$ cat config.mk
export PLATFORM = sky130hd
export DESIGN_NAME = add_rr_sched
export DESIGN_NICKNAME = d
export VERILOG_FILES = /design/src/rtl/add_pkg.sv /design/src/rtl/add_rca_signed.sv /design/src/rtl/rr_arbiter.sv /design/src/rtl/add_rr_sched.sv
export SDC_FILE = /design/constraint.sdc
export NUM_CORES = 1
export LEC_CHECK = 0
export CAP_MARGIN = 20
export CORE_AREA = 4 4 228 230
export DETAILED_ROUTE_END_ITERATION = 8
export DIE_AREA = 0 0 232 234
export PLACE_DENSITY_LB_ADDON = 0.3
export SYNTH_ARGS = -nofsm -noshare
export SYNTH_HDL_FRONTEND = slang
export SYNTH_HIERARCHICAL = 1
export SYNTH_SLANG_ARGS = --single-unit
$ cat constraint.sdc
create_clock -name clk -period 36.3 [get_ports clk]
set_input_delay 7.26 -clock clk [delete_from_list [all_inputs] [get_ports clk]]
set_output_delay 7.26 -clock clk [all_outputs]
set_load 0.02 [all_outputs]
$ cat src/rtl/add_pkg.sv
// Shared types and saturation helpers for the round-robin adder scheduler.
// Used by add_rr_sched when ADD_RR_SCHED_SAT_EN is defined.
package add_pkg;

  localparam int WORD_BITS    = 64;
  localparam int ADD_NREQ_MAX = 16;

  typedef logic [WORD_BITS-1:0] word_t;

  // Largest positive value of a bits-wide signed word, zero-extended.
  function automatic word_t sat_max(int bits);
    return ~word_t'(0) >> (WORD_BITS - bits + 1);
  endfunction

  // Most negative value; only the low bits-wide slice is meaningful.
  function automatic word_t sat_min(int bits);
    return word_t'(1) << (bits - 1);
  endfunction

endpackage

$ cat src/rtl/add_rca_signed.sv
// Signed ripple-carry adder; the final carry-out is dropped since
// callers derive signed overflow from the operand and sum sign bits.
module add_rca_signed #(
  parameter int Bits = 64
) (
  input  logic [Bits-1:0] a,
  input  logic [Bits-1:0] b,
  input  logic            cin,
  output logic [Bits-1:0] sum
);

  logic [Bits-1:0] c;

  always_comb begin
    c    = '0;
    sum  = '0;
    c[0] = cin;
    for (int i = 0; i < Bits; i++) begin
      sum[i] = a[i] ^ b[i] ^ c[i];
      if (i < Bits - 1)
        c[i+1] = (a[i] & b[i]) | (c[i] & (a[i] ^ b[i]));
    end
  end

endmodule

$ cat src/rtl/rr_arbiter.sv
// Rotating-priority arbiter: grants the first request at or after the
// pointer, then moves the pointer just past the winner.
module rr_arbiter #(
  parameter  int NReq   = 4,
  localparam int IdBits = $clog2(NReq)
) (
  input  logic              clk,
  input  logic              reset,
  input  logic [NReq-1:0]   req,
  input  logic              en,
  output logic [NReq-1:0]   gnt,
  output logic [IdBits-1:0] gnt_idx
);

  logic [IdBits-1:0] ptr;
  logic [IdBits-1:0] jx;
  logic              found;
  int                j;

  always_comb begin
    gnt     = '0;
    gnt_idx = '0;
    found   = 1'b0;
    j       = 0;
    jx      = '0;
    for (int k = 0; k < NReq; k++) begin
      j = int'(ptr) + k;
      if (j >= NReq)
        j = j - NReq;
      jx = IdBits'(j);
      if (en && !found && req[jx]) begin
        gnt[jx] = 1'b1;
        gnt_idx = jx;
        found   = 1'b1;
      end
    end
  end

  always_ff @(posedge clk or posedge reset) begin
    if (reset)
      ptr <= '0;
    else if (found)
      ptr <= (gnt_idx == IdBits'(NReq - 1)) ? '0 : gnt_idx + 1'b1;
  end

endmodule

$ cat src/rtl/add_rr_sched.sv
// Round-robin scheduler sharing one signed adder among NReq requesters.
// ADD_RR_SCHED_SAT_EN: clamp overflowing sums to the signed limits.
module add_rr_sched
  import add_pkg::*;
#(
  parameter  int Bits   = 64,
  parameter  int NReq   = 4,
  localparam int IdBits = $clog2(NReq)
) (
  input  logic                 clk,
  input  logic                 reset,
  input  logic [NReq-1:0]      req_valid,
  output logic [NReq-1:0]      req_ready,
  input  logic [NReq*Bits-1:0] req_a,
  input  logic [NReq*Bits-1:0] req_b,
  output logic                 out_valid,
  input  logic                 out_ready,
  output logic [Bits-1:0]      out_sum,
  output logic                 out_ovf,
  output logic [IdBits-1:0]    out_id
);

  logic              stage_free;
  logic              en;
  logic              any_gnt;
  logic [IdBits-1:0] gidx;
  logic [Bits-1:0]   op_a;
  logic [Bits-1:0]   op_b;
  logic [Bits-1:0]   raw_sum;
  logic [Bits-1:0]   res_sum;
  logic              ovf;

  assign stage_free = !out_valid || out_ready;
  assign en         = stage_free && !reset;
  assign any_gnt    = |req_ready;

  rr_arbiter #(.NReq(NReq)) u_arb (
    .clk     (clk),
    .reset   (reset),
    .req     (req_valid),
    .en      (en),
    .gnt     (req_ready),
    .gnt_idx (gidx)
  );

  assign op_a = req_a[gidx*Bits +: Bits];
  assign op_b = req_b[gidx*Bits +: Bits];

  add_rca_signed #(.Bits(Bits)) u_add (
    .a   (op_a),
    .b   (op_b),
    .cin (1'b0),
    .sum (raw_sum)
  );

  assign ovf = (op_a[Bits-1] == op_b[Bits-1]) &&
               (raw_sum[Bits-1] != op_a[Bits-1]);

`ifdef ADD_RR_SCHED_SAT_EN
  word_t smax_w;
  word_t smin_w;

  assign smax_w = sat_max(Bits);
  assign smin_w = sat_min(Bits);

  always_comb begin
    res_sum = raw_sum;
    if (ovf)
      res_sum = op_a[Bits-1] ? smin_w[Bits-1:0] : smax_w[Bits-1:0];
  end
`else
  assign res_sum = raw_sum;
`endif

  always_ff @(posedge clk or posedge reset) begin
    if (reset) begin
      out_valid <= 1'b0;
      out_sum   <= '0;
      out_ovf   <= 1'b0;
      out_id    <= '0;
    end else if (any_gnt) begin
      out_valid <= 1'b1;
      out_sum   <= res_sum;
      out_ovf   <= ovf;
      out_id    <= gidx;
    end else if (out_ready) begin
      out_valid <= 1'b0;
    end
  end

endmodule

Yosys cells after proc, flatten, opt, wreduce, memory -nomap -nowiden:

Cells that the tools add are included.

* $add $sub $neg: 8
* magnitude comparators: 12
* eq/ne operators: 3
* shift operators: 2
* muxes and demuxes: 35
* bitwise operators: 317
* reduce and logical (&&, ||, !) cells: 21

Operators by type and width (number)
* $shiftx 256x9->64: 2
* $xor 1x1->1: 127
* $and 1x1->1: 125
* $or 1x1->1: 62
* $mux 2: 9
* $mux 4: 4
* $mux 1: 14
* $logic_and 1x1->1: 13
* $lt 2x3->1 const B: 4
* $or 4x4->4: 3
* $ge 3x3->1 const B: 3
* $bmux 1 s2: 4
* $demux 1 s2: 4
* $ge 2x1->1 const B: 4
* $sub 2x1->2 const B: 4
* $add 2x2->3 const B: 2
* $logic_not 1->1: 5
* $reduce_or 4->1: 1
* $add 2x1->3 const B: 1
* $ge 2x3->1 const B: 1
* $add 2x1->2 const B: 1
* $eq 2x2->1 const B: 1
* $reduce_bool 2->1: 1
* $eq 1x1->1: 1
* 2 further kinds: 2

* register bits after elaboration: 70
* input port bits: 519
* word-level logic and storage cells: 403

Depth between registers and ports, before layout:

* depth after elaboration: 147
* depth in mapped cells: 79

Cells and area by module:

The synthesis kept the hierarchy.

By module, submodules not included
* add_rr_sched: times used 1, cells each 306, area an instance 5619.1 µm², seq. area each 1701.6 µm²
* add_rca_signed: times used 1, cells each 69, area an instance 1303.8 µm², seq. area each 0.0 µm²
* rr_arbiter: times used 1, cells each 83, area an instance 670.6 µm², seq. area each 50.0 µm²

Least setup slack after synthesis:

OpenSTA, ideal clock, no wires.

* path type: input to register
* start: input reset
* end: register out_ovf
* setup time: 0.124 ns
* data arrival time: 35.416 ns
* path slack: 0.761 ns
* stages: 78
* buffers on the path: 3
* path through: inv_1 o21a_1 clkbuf_1 nand2_1 o22ai_1 o211ai_1 nand3b_1 buf_4 buf_4 mux4_2 fa_1 fa_1 fa_1 fa_1 fa_1 fa_1 fa_1 fa_1 [42 not listed] fa_1 fa_1 fa_1 fa_1 fa_1 fa_1 fa_1 fa_1 fa_1 fa_1 fa_1 fa_1 fa_1 fa_1 fa_1 xor3_1 nor4b_1 a211o_1

* longest elaborated chain between the ends: 145
* elaborated cells on any way between the ends: 283
* classes of those cells: 2 x eq/ne; 2 x shift; 11 x mux; 254 x bitwise; 14 x reduce/logical

Ends and longest elaborated chain
* start: declaration: line add_rr_sched.sv:11 `input logic reset,`
* $logic_not 1->1 (no source line) *
* $logic_and 1x1->1 *: line add_rr_sched.sv:34 `assign en = stage_free && !reset;`
* net en: line add_rr_sched.sv:24 `logic en;`
* $logic_and 1x1->1: line rr_arbiter.sv:31 `if (en && !found && req[jx]) begin`
* $mux 1: line rr_arbiter.sv:31
* $logic_not 1->1: line rr_arbiter.sv:31
* $logic_and 1x1->1 (2 in a row): line rr_arbiter.sv:31
* $mux 1: line rr_arbiter.sv:31
* [8 not listed]
* net gidx[0]: line add_rr_sched.sv:26 `logic [IdBits-1:0] gidx;`
* [1 not listed]
* net op_a[0]: line add_rr_sched.sv:27 `logic [Bits-1:0] op_a;`
* [121 not listed]
* $and 1x1->1 *: line add_rca_signed.sv:21 `c[i+1] = (a[i] & b[i]) | (c[i] & (a[i] ^ b[i]));`
* $or 1x1->1 *: line add_rca_signed.sv:21
* $and 1x1->1 *: line add_rca_signed.sv:21
* $or 1x1->1 *: line add_rca_signed.sv:21
* $xor 1x1->1 *: line add_rca_signed.sv:19 `sum[i] = a[i] ^ b[i] ^ c[i];`
* net raw_sum[63]: line add_rr_sched.sv:29 `logic [Bits-1:0] raw_sum;`
* $ne 1x1->1 *: line add_rr_sched.sv:57 `(raw_sum[Bits-1] != op_a[Bits-1]);`
* $logic_and 1x1->1 *: line add_rr_sched.sv:56 `assign ovf = (op_a[Bits-1] == op_b[Bits-1]) &&`
* end signal: assignment: line add_rr_sched.sv:84 `out_ovf <= ovf;`
* end: declaration: line add_rr_sched.sv:19 `output logic out_ovf,`

Mark *: on every way through the listed nets, which the timed path passes. The rest lies on a longest branch.
A chain may end at the register's enable or synchronous reset.

Final worst setup path:

Same ends and word-level chain as after synthesis.

==> flow_summary.json <==
{
  "synth_simple_gate_area_share_pct": 2.22,
  "syn_inst": 458,
  "cts.root.buffer_cell": "clkbuf_16",
  "syn-cell-area_um2": 7590,
  "power.ir.vdd_worst_mv": 0.0387,
  "syn-num-nets": 1048,
  "antenna_found_initial": 3,
  "rr_worst_depth": 75,
  "nets": 1623,
  "ios": 591,
  "synth_edf_count": 0,
  "final-setup-viol-count": 0,
  "synth_xor_area_share_pct": 0.428,
  "path_class": "input pin to flip-flop",
  "grt_pass1_wl_mm": 53.2,
  "drv_cap": 0,
  "first_global_vias": 7810,
  "tns_ps": 0,
  "numCtsBuffers": 9,
  "r2r_slack_ps": 7100,
  "layout_common_cells": "clkdlybuf4s50_1 (590), mux4_2 (130), dfrtp_1 (70)",
  "p_sw_w": 0.000539,
  "drive_above_1_share_pct": 22.1,
  "rsz0062_at_grt": "no",
  "skew_ps": 6.67,
  "synthDistinctLibCells": 43,
  "max_freq_ghz": 0.0283,
  "ys_warn_count": 6,
  "hold_class": "flip-flop to flip-flop",
  "fin_hold_ws_ps": 490,
  "p_sw_share_pct": 42.4,
  "slew_violations": 0,
  "dpl.hpwl_mm": 33.6,
  "synthAdderAreaFrac_pct": 17.9,
  "die_h_um": 234,
  "hold_violations": 0,
  "pwr-share-comb_pct": 79.6,
  "clockBufferDepth": 2,
  "syn_area_per_cell_um2": 16.6,
  "p_leak_nw": 5.14,
  "relSlewSlack_pct": 52.7,
  "synth_area_leaders": "mux4_2 (39%), dfrtp_1 (23%), fa_1 (17%), mux2_2 (9.2%), ha_1 (1.3%)",
  "start_kind": "input pin",
  "endpoint_kind": "flip-flop",
  "cpMostUsedCell": "fa_1",
  "row_count": 82,
  "vias": 6951,
  "insertion_delay_ps": 360,
  "ctsHtreeMaxLevel": 3,
  "grt_overflow": 0,
  "dpl.cell_count": 1692,
  "syn2layout_area_growth_pct": 91.8,
  "yosys.area.top_type_share_pct": 38.6,
  "vias_per_cell": 4.06,
  "grt_max_degree": 63,
  "worstPathArrival_ps": 35620,
  "hold_buffers": 0,
  "hold_start": "out_sum[21]",
  "synthMuxAreaShare_pct": 49.6,
  "p_clk_share_pct": 8.1,
  "p_per_area_nw_per_um2": 87.4,
  "clk_pin_slew_ps": 60,
  "dieArea_um2": 54300,
  "period_share_pct": 97.5,
  "layout_commonest_cell": "clkdlybuf4s50_1",
  "r2r_end": "out_ovf",
  "grt_util_all_layers_pct": 13.5,
  "gp_congestion": 0.804,
  "status": "finished, final reports clean",
  "ys_async_sr_fraction_pct": 100,
  "p_int_w": 0.000733,
  "fin_crit_ps": 35380,
  "wl_mm": 38.6,
  "synth_top_family_by_area": "multiplexers",
  "p_seq_share_pct": 12.3,
  "cp_slowest_cell": "mux4_2",
  "ant_nets": 0,
  "finalPower_w": 0.00127,
  "fin_util_pct": 29.2,
  "layoutNonFillerInstCount": 1714,
  "synth-compound-area-share_pct": 2.57,
  "cts_tree": "done",
  "drt_pass1_iterations": 4,
  "core-area_um2": 49900,
  "drt_iter0_drc": 283,
  "die_w_um": 232,
  "fillers": 5094,
  "synth_top_cell_by_area": "mux4_2",
  "synth_seq_area_share_pct": 23.1,
  "worst_pin_slew_ps": 709,
  "critPathRequiredTime_ps": 36540,
  "wire_per_inst_um": 22.5,
  "crit_fanout": 11,
  "hold_depth": 1,
  "ys.flop_type": "dfrtp_1",
  "synth-seq-cells": 70,
  "initial_utilization_pct": 15.2,
  "port_buffers": 590,
  "cts.sinks": 70,
  "drc_errors": 0,
  "slowest_delay_ps": 510,
  "min_to": "out_sum[21]"
}
[state kept, by name (all words and copies together), names as in the netlist, named ones only]
register / flops
u_arb/ptr: 1
out_id: 2
out_valid: 1
out_ovf: 1
out_sum: 64
[layer usage]
metal | vias to the layer above | track usage, % | wire, µm
met5 | - | 0 | 10
met3 | 32 | 3.96 | 2890
met4 | 2 | 3.61 | 712
li1 | 3020 | - | -
met2 | 330 | 24.4 | 20400
met1 | 3567 | 15.6 | 14600
[timing repair]
action,CTS,global route
buffers inserted,0,2
endpoints found under the setup margin,0,2
resized for setup,0,0
[cell type report]
class                      instances  area (µm²)  share of cell area (%)
clock buffer                       9         225                    1.55
sequential                        70        1750                    12.0
antenna                            4        10.0                  0.0687
timing repair buffer             604        6040                    41.4
tap                              672         841                    5.77
multi-input combinational        332        5540                    38.0
clock inverter                     7         105                   0.722
inverter                          16        61.3                   0.421
[worst max path at each step]
stage | startpoint | end | slack [ps]
floorplan | reset | out_ovf | 760
global placement | reset | out_ovf | 480
detailed placement | reset | out_ovf | 170
CTS | reset | out_ovf | 490
global route | reset | out_ovf | 50
finish | reset | out_ovf | 920
[power by group through the flow]
stage,Sequential (W),Clock [W],Combinational [W]
finish,0.000156,0.000103,0.00101
global placement,0.000157,0,0.00103
floorplan,0.000198,0,0.000653
detailed placement,0.000158,0,0.00103
CTS,0.000157,0.000110,0.00104
global route,0.000161,0.000112,0.00112
[stage by stage]
stage	area (µm²)	worst slack, ps
floorplan	7590	761
detailed placement	14200	169
global placement	14200	482
global route	14600	51.8
finish	14600	921
CTS	14500	494
[cell families after synthesis]
logic type / Yosys count
AOI/OAI and AO/OA: 26
and+or+nand+nor: 27
DFF: 70
xor gates and xnor gates: 2
muxes: 205
buffers and inverters: 56
adders and majority gates: 71
other: 1
[critical path, delay by kind of cell]
family / cells / cell delay [ps]
AO/OA/AOI/OAI: 4 / 1150
AND/OR/NAND/NOR: 3 / 490
XOR/XNOR: 1 / 410
buffers and inverters: 5 / 760
adder cells (fa/ha/maj): 63 / 25010
multiplexers: 1 / 510
[cells in the mapped netlist (all sizes together), types with 2 or more instances]
master and count:
a22oi 5, nor2b 2, nand2 10, o21ai 3
inv 16, mux2i 5, o2bb2ai 2, ha 8
buf 33, fa 63, nand3 2, nor4bb 2
o211ai 6, nor2 3, clkbuf 7, mux4 130
dfrtp 70, a21oi 2, mux2 70
Note: power is estimated with default switching activity, not from simulation.
